[config.mk]
export PLATFORM = sky130hd
export DESIGN_NAME = fifo_rd_resp_pusher
export DESIGN_NICKNAME = d
export VERILOG_FILES = /design/src/rtl/fifo_rd_resp_pusher.sv
export SDC_FILE = /design/constraint.sdc
export NUM_CORES = 1
export LEC_CHECK = 0
export ABC_AREA = 1
export CAP_MARGIN = 10
export CORE_UTILIZATION = 39
export DETAILED_ROUTE_END_ITERATION = 12
export PLACE_DENSITY = 0.78
export SYNTH_ARGS = -nofsm -noshare
export SYNTH_HDL_FRONTEND = slang
export SYNTH_SLANG_ARGS = --single-unit
[constraint.sdc]
create_clock -name Clk -period 1.88 [get_ports Clk]
set_clock_uncertainty 0.05 [all_clocks]
set_input_delay 0.282 -clock Clk [delete_from_list [all_inputs] [get_ports Clk]]
set_output_delay 0.282 -clock Clk [all_outputs]
set_load 0.05 [all_outputs]
[src/rtl/fifo_rd_resp_pusher.sv]
// Read-response pusher: fetches a word from memory or the register bank
// and pushes {address, data} into the outbound FIFO pair.
module fifo_rd_resp_pusher #(
    parameter int          TIMEOUT  = 16,
    parameter logic [31:0] ERR_DATA = 32'hDEAD_BEEF
) (
    input  logic        Clk,
    input  logic        Rst,
    input  logic        req_valid_i,
    input  logic [31:0] req_addr_i,
    output logic        req_ready_o,
    output logic        mem_rd_o,
    output logic [31:0] mem_addr_o,
    input  logic        mem_rvalid_i,
    input  logic [31:0] mem_rdata_i,
    output logic        reg_rd_o,
    output logic [31:0] reg_addr_o,
    input  logic [31:0] reg_rdata_i,
    input  logic        wr_full_addr,
    input  logic        wr_full_data,
    output logic        write_en_address,
    output logic        write_en_data,
    output logic [31:0] address_fifo_o,
    output logic [31:0] data_fifo_o,
    output logic        timeout_o
);

    localparam int CW = $clog2(TIMEOUT + 1);

    localparam logic [1:0] IDLE  = 2'd0;
    localparam logic [1:0] ISSUE = 2'd1;
    localparam logic [1:0] WAIT  = 2'd2;
    localparam logic [1:0] PUSH  = 2'd3;

    logic [1:0]    state_q, state_d;
    logic [31:0]   addr_q, addr_d;
    logic [31:0]   data_q, data_d;
    logic [CW-1:0] cnt_q, cnt_d;

    logic is_reg;
    logic push_ok;
    logic tmo;

    assign is_reg  = addr_q[10];
    assign push_ok = !wr_full_addr && !wr_full_data;
    // Data arriving on the last allowed cycle beats the timeout.
    assign tmo     = (state_q == WAIT) && !is_reg && !mem_rvalid_i
                   && (cnt_q == CW'(TIMEOUT - 1));

    always_comb begin
        state_d          = state_q;
        addr_d           = addr_q;
        data_d           = data_q;
        cnt_d            = cnt_q;
        req_ready_o      = 1'b0;
        mem_rd_o         = 1'b0;
        mem_addr_o       = '0;
        reg_rd_o         = 1'b0;
        reg_addr_o       = '0;
        write_en_address = 1'b0;
        write_en_data    = 1'b0;
        address_fifo_o   = '0;
        data_fifo_o      = '0;
        timeout_o        = 1'b0;
        case (state_q)
            IDLE: begin
                req_ready_o = 1'b1;
                if (req_valid_i) begin
                    addr_d = req_addr_i;
                    if (!req_addr_i[17]) begin
                        data_d  = ERR_DATA;
                        state_d = PUSH;
                    end else begin
                        state_d = ISSUE;
                    end
                end
            end
            ISSUE: begin
                if (is_reg) begin
                    reg_rd_o   = 1'b1;
                    reg_addr_o = addr_q;
                end else begin
                    mem_rd_o   = 1'b1;
                    mem_addr_o = addr_q;
                end
                cnt_d   = '0;
                state_d = WAIT;
            end
            WAIT: begin
                if (is_reg) begin
                    data_d  = reg_rdata_i;
                    state_d = PUSH;
                end else begin
                    mem_addr_o = addr_q;
                    if (mem_rvalid_i) begin
                        data_d  = mem_rdata_i;
                        state_d = PUSH;
                    end else if (tmo) begin
                        data_d    = ERR_DATA;
                        timeout_o = 1'b1;
                        state_d   = PUSH;
                    end else if (cnt_q != CW'(TIMEOUT)) begin
                        cnt_d = cnt_q + 1'b1;
                    end
                end
            end
            PUSH: begin
                address_fifo_o = addr_q;
                data_fifo_o    = data_q;
                if (push_ok) begin
                    write_en_address = 1'b1;
                    write_en_data    = 1'b1;
                    state_d          = IDLE;
                end
            end
            default: state_d = IDLE;
        endcase
    end

    always_ff @(posedge Clk or negedge Rst) begin
        if (!Rst) begin
            state_q <= IDLE;
            addr_q  <= '0;
            data_q  <= '0;
            cnt_q   <= '0;
        end else begin
            state_q <= state_d;
            addr_q  <= addr_d;
            data_q  <= data_d;
            cnt_q   <= cnt_d;
        end
    end

endmodule
==> flow_summary.json, run 1 <==
{
  "hold_class": "input pin to async pin",
  "synth_nets": 764,
  "synth_largest_area_cell": "dfrtp_1",
  "ys_ff_latch": 71,
  "finalCoreUtilization": 0.8765,
  "core_um2": 10460,
  "internal_power_w": 0.008971,
  "nets": 1002,
  "cp_top_family": "buffers and inverters",
  "power_density_nw_per_um2": 2076,
  "cts_root_buffer": "clkbuf_8",
  "cp-startpoint": "state_q[1]",
  "first_pass_iters": 5,
  "drcViolationCount": 0,
  "slew_headroom": 0.6574,
  "place_congestion": 0.8209,
  "die_h_um": 106.6,
  "grt_pass1_wl_mm": 30.23,
  "seq_area_frac_synth": 0.4161,
  "io_pins": 236,
  "r2r-start": "state_q[0]",
  "synth_ff_type": "dfrtp_1",
  "dp_cells": 1002,
  "clkPwrFrac": 0.057,
  "die_area_um2": 11370,
  "p_sw_w": 0.01007,
  "critPathLaunchType": "flip-flop",
  "hold_slack_ns": 0.4122,
  "tightest_slew_ns": 0.5139,
  "synth_enable_flop_cells": 0,
  "hpwl_mm": 12.47,
  "clkLatencyLatePin_ns": 0.34,
  "total_power_w": 0.01904,
  "cts_buffers": 9,
  "drive_above_1_share": 0.3211,
  "timing.final.ws_setup_ns": -0.1649,
  "wire_per_inst_um": 19.66,
  "outcome": "complete, but fails checks",
  "fillers": 510,
  "synth.top_cells.by_area": "dfrtp_1 (42%), nand2_1 (20%), inv_1 (9.7%)",
  "initialDrtViolationCount": 318,
  "rsz0062_at_grt": "true",
  "yosysWarningCount": 0,
  "combPwrFrac": 0.804,
  "dieWidth_um": 106.6,
  "std_cell_rows": 37,
  "cp_max_fo": 7,
  "finalMaxSlewViolations": 0,
  "stdcell_count": 1033,
  "syn_to_final_growth_pct": 114.7,
  "diodes": 0,
  "cts_tree": "built",
  "irDropWorstVdd_uv": 1663,
  "avgSynthCellArea_um2": 6.530,
  "h-tree-depth": 3,
  "grt_start_max_net_pins": 39,
  "fin_crit_ns": 2.045,
  "worstPathCellList": "inv_2, ha_4, nand2_8, buf_16, nor2_4, buf_12",
  "antenna_found_initial": 0,
  "initial_core_util": 0.4082,
  "async_flop_share": 1.000,
  "gr-total-overflow": 0,
  "seq_power_share": 0.139,
  "clkTransAtPathRegs_ns": 0.09,
  "clockBufferDepth": 2,
  "power_leakage_nw": 4.451,
  "synthCells": 654,
  "crit_type": "flip-flop to output port",
  "portBuffers": 234,
  "worst-path-buf-inv": 3,
  "fin_crit_sh": 1.088,
  "finalSetupViolCount": 136,
  "synth_top_area_frac": 0.4161,
  "drt-vias-per-instance": 5.178,
  "max-cap-violations": 0,
  "violations": "setup timing",
  "ys_types": 25,
  "synthesis.area_um2": 4270,
  "swShare": 0.5288,
  "finalHoldViolations": 0,
  "crit_path_max_incr_delay_ns": 0.39,
  "grt_pass1_vias": 5809,
  "fmax_mhz": 489.0,
  "wirelength_mm": 20.31,
  "slowest_stage": "dfrtp_1",
  "required_ns": 1.55,
  "vias": 5349,
  "cts_num_sinks": 71,
  "drtAntennaViolNets": 0,
  "placed_cell_area_um2": 8202,
  "grt_use_total": 0.3480,
  "finish.instance_area_um2": 9170,
  "worstPathArrival_ns": 1.71,
  "endpoint_kind": "output port"
}
## final cells by class
type / instances / area [um2] / area share
multi-input cells: 429 / 2432 / 0.2652
clock buffers: 9 / 123.9 / 0.01351
inverters: 114 / 437.9 / 0.04776
well taps: 136 / 170.2 / 0.01856
repair buffers: 267 / 4189 / 0.4568
clock inverters: 7 / 40.04 / 0.004366
flip-flops and latches: 71 / 1777 / 0.1938
## synth_stat cells, types with 8 or more instances
| library cell | instances |
|---|---|
| nand3_1 | 14 |
| buf_4 | 9 |
| a21oi_1 | 35 |
| o21ai_1 | 8 |
| inv_1 | 110 |
| nand2_1 | 223 |
| nor2_1 | 104 |
| ha_1 | 8 |
| clkbuf_1 | 10 |
| dfrtp_1 | 71 |
| buf_2 | 13 |
| o22ai_1 | 21 |
## stage by stage
stage | setup WS (ns) | setup TNS [ns]
6_report | -0.1649 | -13.36
5_1_grt | -0.1989 | -18.68
4_1_cts | -0.1017 | -7.825
3_5_place_dp | 0.004041 | 0
3_3_place_gp | 0.1338 | 0
2_1_floorplan | -0.1059 | -3.494
## final timing paths
path | cells after the start | end | slack, ns
setup reg to reg | 9 | cnt_q[2] | -0.09
hold reg to reg | 2 | data_q[31] | 0.44
min in group Clk | 2 | data_q[31] | 0.44
hold / removal | 2 | data_q[21] | 0.41
setup / recovery | 6 | mem_addr_o[12] | -0.16
max in group asynchronous | 3 | addr_q[23] | 0.76
## layout by cell type, fill, tap and decap left out, types with 3 or more instances in the layout
cell type | synthesis | layout
clkdlybuf4s50_1 | 0 | 100
a21oi_1 | 35 | 35
buf_4 | 9 | 16
nor2_1 | 104 | 41
buf_12 | 0 | 142
clkbuf_8 | 0 | 9
ha_4 | 0 | 3
o22ai_1 | 21 | 21
nor2_4 | 1 | 63
dfrtp_1 | 71 | 71
ha_2 | 0 | 3
buf_16 | 0 | 6
inv_1 | 110 | 87
nand2_1 | 223 | 219
clkinv_2 | 0 | 5
nand3_1 | 14 | 13
o21ai_1 | 8 | 8
o21ai_0 | 6 | 6
inv_2 | 4 | 24
## layer usage
layer	routed length, um	track usage	share of wire	up-vias
met3	1728	0.08024	0.085	62
li1	-	-	-	2422
met2	10810	0.6475	0.53	294
met1	6893	0.3695	0.34	2571
met4	874	0.1605	0.043	0
met5	0	0	0	-
## state kept, by name, summed over array words and instances, names as in the netlist
register,cells
addr_q,32
cnt_q,5
data_q,32
state_q,2
## power by group through the flow
stage               clock network (W)  logic, W  registers, W
global route                  0.00116    0.0159       0.00271
CTS                           0.00107    0.0147       0.00259
floorplan                           0   0.00691       0.00249
finish                        0.00108    0.0153       0.00264
detailed placement                  0    0.0130       0.00261
global placement                    0    0.0127       0.00257
## repair_timing
action / 4_1_cts / 5_1_grt
hold buffers: 1 / 0
pin swaps: 2 / 3
gates resized for setup: 130 / 25
endpoints found under the setup margin: 114 / 160
setup buffers: 5 / 1
gates cloned: 6 / 2
endpoints found under the hold margin: 37 / 0
## cells by family (layout without fill, tap and decap cells)
kind of cell	count (synthesis)	count (layout)	share of synthesized area
and+or+nand+nor	349	349	0.3188
buffers and inverters	154	397	0.1506
AOI/OAI and AO/OA	71	71	0.09025
DFF	71	71	0.4161
adders and majority gates	8	8	0.02344
other	1	1	0.0008781
(Power assumes the default switching activity.)
==> run 2: changes to the inputs <==
--- a/config.mk
+++ b/config.mk
@@ -8,6 +8,7 @@
 export ABC_AREA = 1
 export CAP_MARGIN = 10
 export CORE_UTILIZATION = 39
+export CTS_CLUSTER_SIZE = 25
 export DETAILED_ROUTE_END_ITERATION = 12
 export PLACE_DENSITY = 0.78
 export SYNTH_ARGS = -nofsm -noshare
==> results of run 2 <==
Same layout as run 1: the final DEF is identical, and so are final timing and power.
==> run 3: changes to the inputs <==
--- a/config.mk
+++ b/config.mk
@@ -5,12 +5,13 @@
 export SDC_FILE = /design/constraint.sdc
 export NUM_CORES = 1
 export LEC_CHECK = 0
-export ABC_AREA = 1
+export ABC_AREA = 0
+export ABC_CLOCK_PERIOD_IN_PS = 1880
 export CAP_MARGIN = 10
-export CORE_UTILIZATION = 39
+export CORE_UTILIZATION = 40
 export CTS_CLUSTER_SIZE = 25
 export DETAILED_ROUTE_END_ITERATION = 12
-export PLACE_DENSITY = 0.78
+export PLACE_DENSITY = 0.79
 export SYNTH_ARGS = -nofsm -noshare
 export SYNTH_HDL_FRONTEND = slang
 export SYNTH_SLANG_ARGS = --single-unit
==> flow_summary.json, run 3 <==
{
  "die_area_um2": 11300,
  "vias": 4588,
  "std_cell_rows": 37,
  "finish.instance_area_um2": 9477,
  "core_um2": 10420,
  "slew_headroom": 0.5968,
  "drcViolationCount": 0,
  "endpoint_kind": "output port",
  "gr-total-overflow": 0,
  "multi_input_area_um2": 2794,
  "wire_per_inst_um": 25.04,
  "initialDrtViolationCount": 196,
  "violations": "setup timing",
  "antenna_found_initial": 0,
  "dieWidth_um": 106.3,
  "clockBufferDepth": 2,
  "fin_crit_ns": 2.157,
  "yosysWarningCount": 0,
  "outcome": "complete, but fails checks",
  "clkLatencyLatePin_ns": 0.35,
  "r2r-start": "cnt_q[1]",
  "wirelength_mm": 20.86,
  "synth_most_common_cell": "and2_1",
  "die_h_um": 106.3,
  "fmax_mhz": 463.7,
  "grt_start_max_net_pins": 42,
  "h-tree-depth": 3,
  "power_density_nw_per_um2": 2175,
  "initial_core_util": 0.4177,
  "drt-vias-per-instance": 5.508,
  "cp_max_fo": 13,
  "hpwl_mm": 12.22,
  "ys_top_cells_by_count": "and2_1 (96), dfrtp_1 (71), mux2_2 (34)",
  "rsz0062_at_grt": "true",
  "final_common_cell": "buf_12",
  "cts_tree": "built",
  "pre_cts_ws_ns": -0.2167,
  "first_pass_iters": 4,
  "diodes": 0,
  "synthCells": 422,
  "ys_types": 36,
  "place_congestion": 0.7827,
  "regToRegEndpoint": "data_q[26]",
  "ys_ff_latch": 71,
  "clkTransAtPathRegs_ns": 0.09,
  "synth_ff_type": "dfrtp_1",
  "tns_ns": -32.76,
  "finalMaxSlewViolations": 0,
  "required_ns": 1.55,
  "most-common-layout-cells": "buf_12 (144), clkdlybuf4s50_1 (100), and2_4 (85)",
  "finalSetupViolCount": 168,
  "nets": 802,
  "cts_buffers": 9,
  "finalHoldViolations": 0,
  "tightest_slew_ns": 0.6036,
  "timing.final.ws_setup_ns": -0.2765,
  "critPathLaunchType": "flip-flop",
  "synth_enable_flop_cells": 0,
  "hold_class": "input pin to async pin",
  "grt_use_total": 0.3308,
  "max-cap-violations": 0,
  "synth_top_area_frac": 0.4084,
  "grt_pass1_vias": 5010,
  "drive_above_1_share": 0.5839,
  "synthesis.area_um2": 4350,
  "avgSynthCellArea_um2": 10.31,
  "seqCellArea_um2": 1778,
  "drtAntennaViolNets": 0,
  "synth.top_cells.by_area": "dfrtp_1 (41%), and2_1 (14%), mux2_4 (10%)",
  "synth_largest_area_cell": "dfrtp_1",
  "reg2reg_slack_ns": -0.25,
  "seq_area_frac_synth": 0.4084,
  "grt_pass1_wl_mm": 28.08,
  "placed_cell_area_um2": 8406,
  "io_pins": 236,
  "cts_root_buffer": "clkbuf_8",
  "worstPathArrival_ns": 1.82,
  "largest_registers": "addr_q: 32 flops, data_q: 32 flops, cnt_q: 5 flops",
  "portBuffers": 234,
  "power_leakage_nw": 4.078,
  "syn_to_final_growth_pct": 117.8,
  "finalCoreUtilization": 0.9098,
  "crit_type": "flip-flop to output port",
  "fillers": 372,
  "synth_nets": 532,
  "fin_crit_sh": 1.147,
  "cts_num_sinks": 71,
  "irDropWorstVdd_uv": 1495,
  "reg2reg_depth": 9,
  "async_flop_share": 1.000
}
==> run 3: cell count changes after synthesis, moves of 12 or more <==
cell | before | now
a21oi_1 | 35 | 2
and2_1 | 0 | 96
and3_1 | 0 | 32
clkbuf_1 | 10 | 22
inv_1 | 110 | 10
mux2_2 | 0 | 34
mux2_4 | 0 | 30
nand2_1 | 223 | 26
nand3_1 | 14 | 0
nor2_1 | 104 | 15
==> run 3: what timing repair did <==
action / CTS / global route
hold buffers: 1 / 0
cloned: 8 / 3
buffers inserted: 13 / 7
gates resized for setup: 122 / 19
pin swaps: 5 / 5
setup endpoints to repair: 165 / 170
hold endpoints to repair: 30 / 0
==> run 3: area by class of cell <==
cell class,instances,share of cell area
timing repair buffer,296,0.4757
multi-input combinational,303,0.2948
sequential,71,0.1876
tap,136,0.01796
clock buffer,9,0.01307
clock inverter,7,0.006470
inverter,11,0.004357
==> run 3: how the worst max path moves through the flow <==
stage	start	end
2_1_floorplan	cnt_q[0]	data_q[10]
3_3_place_gp	mem_rvalid_i	data_q[20]
3_5_place_dp	mem_rvalid_i	data_q[26]
4_1_cts	state_q[1]	mem_addr_o[3]
5_1_grt	state_q[1]	mem_addr_o[11]
6_report	state_q[1]	mem_addr_o[11]
==> run 3: metal layers <==
layer / wire length [um] / GRT usage / up-vias
li1: - / - / 1963
met1: 7160 / 0.3413 / 2282
met2: 10920 / 0.6006 / 281
met3: 2006 / 0.1239 / 62
met4: 772 / 0.1310 / 0
met5: 0 / 0 / -
==> run 3: power breakdown <==
part	internal (W)	switching [W]	leakage [nW]	total, W
Sequential	0.00208	0.000648	0.804	0.00273
Combinational	0.00848	0.00820	3.19	0.0167
Clock	0.000507	0.000697	0.0892	0.00120
Total	0.0111	0.00954	4.08	0.0206
==> run 3: logic make-up after synthesis <==
group / synth area share
flops: 0.4084
fa+ha+maj: 0.02301
mux: 0.1961
simple gates: 0.2370
buf+inv: 0.05205
compound gates: 0.08255
other cells: 0.0008620
==> run 3: critical path, cell delays in order, from the launching register on <==
cell,delay (ns)
dfrtp_1,0.38
inv_2,0.06
ha_4,0.26
nor2b_4,0.18
buf_6,0.13
buf_12,0.14
and2_4,0.18
buf_12,0.13
==> run 3: stage by stage <==
stage,power [W],hold slack (ns),std cells
floorplan,0.009792,-0.06359,422
global placement,0.01615,0.2062,786
detailed placement,0.01647,0.2008,786
CTS,0.01968,0.3534,824
global route,0.02116,0.3940,833
finish,0.02061,0.3640,833
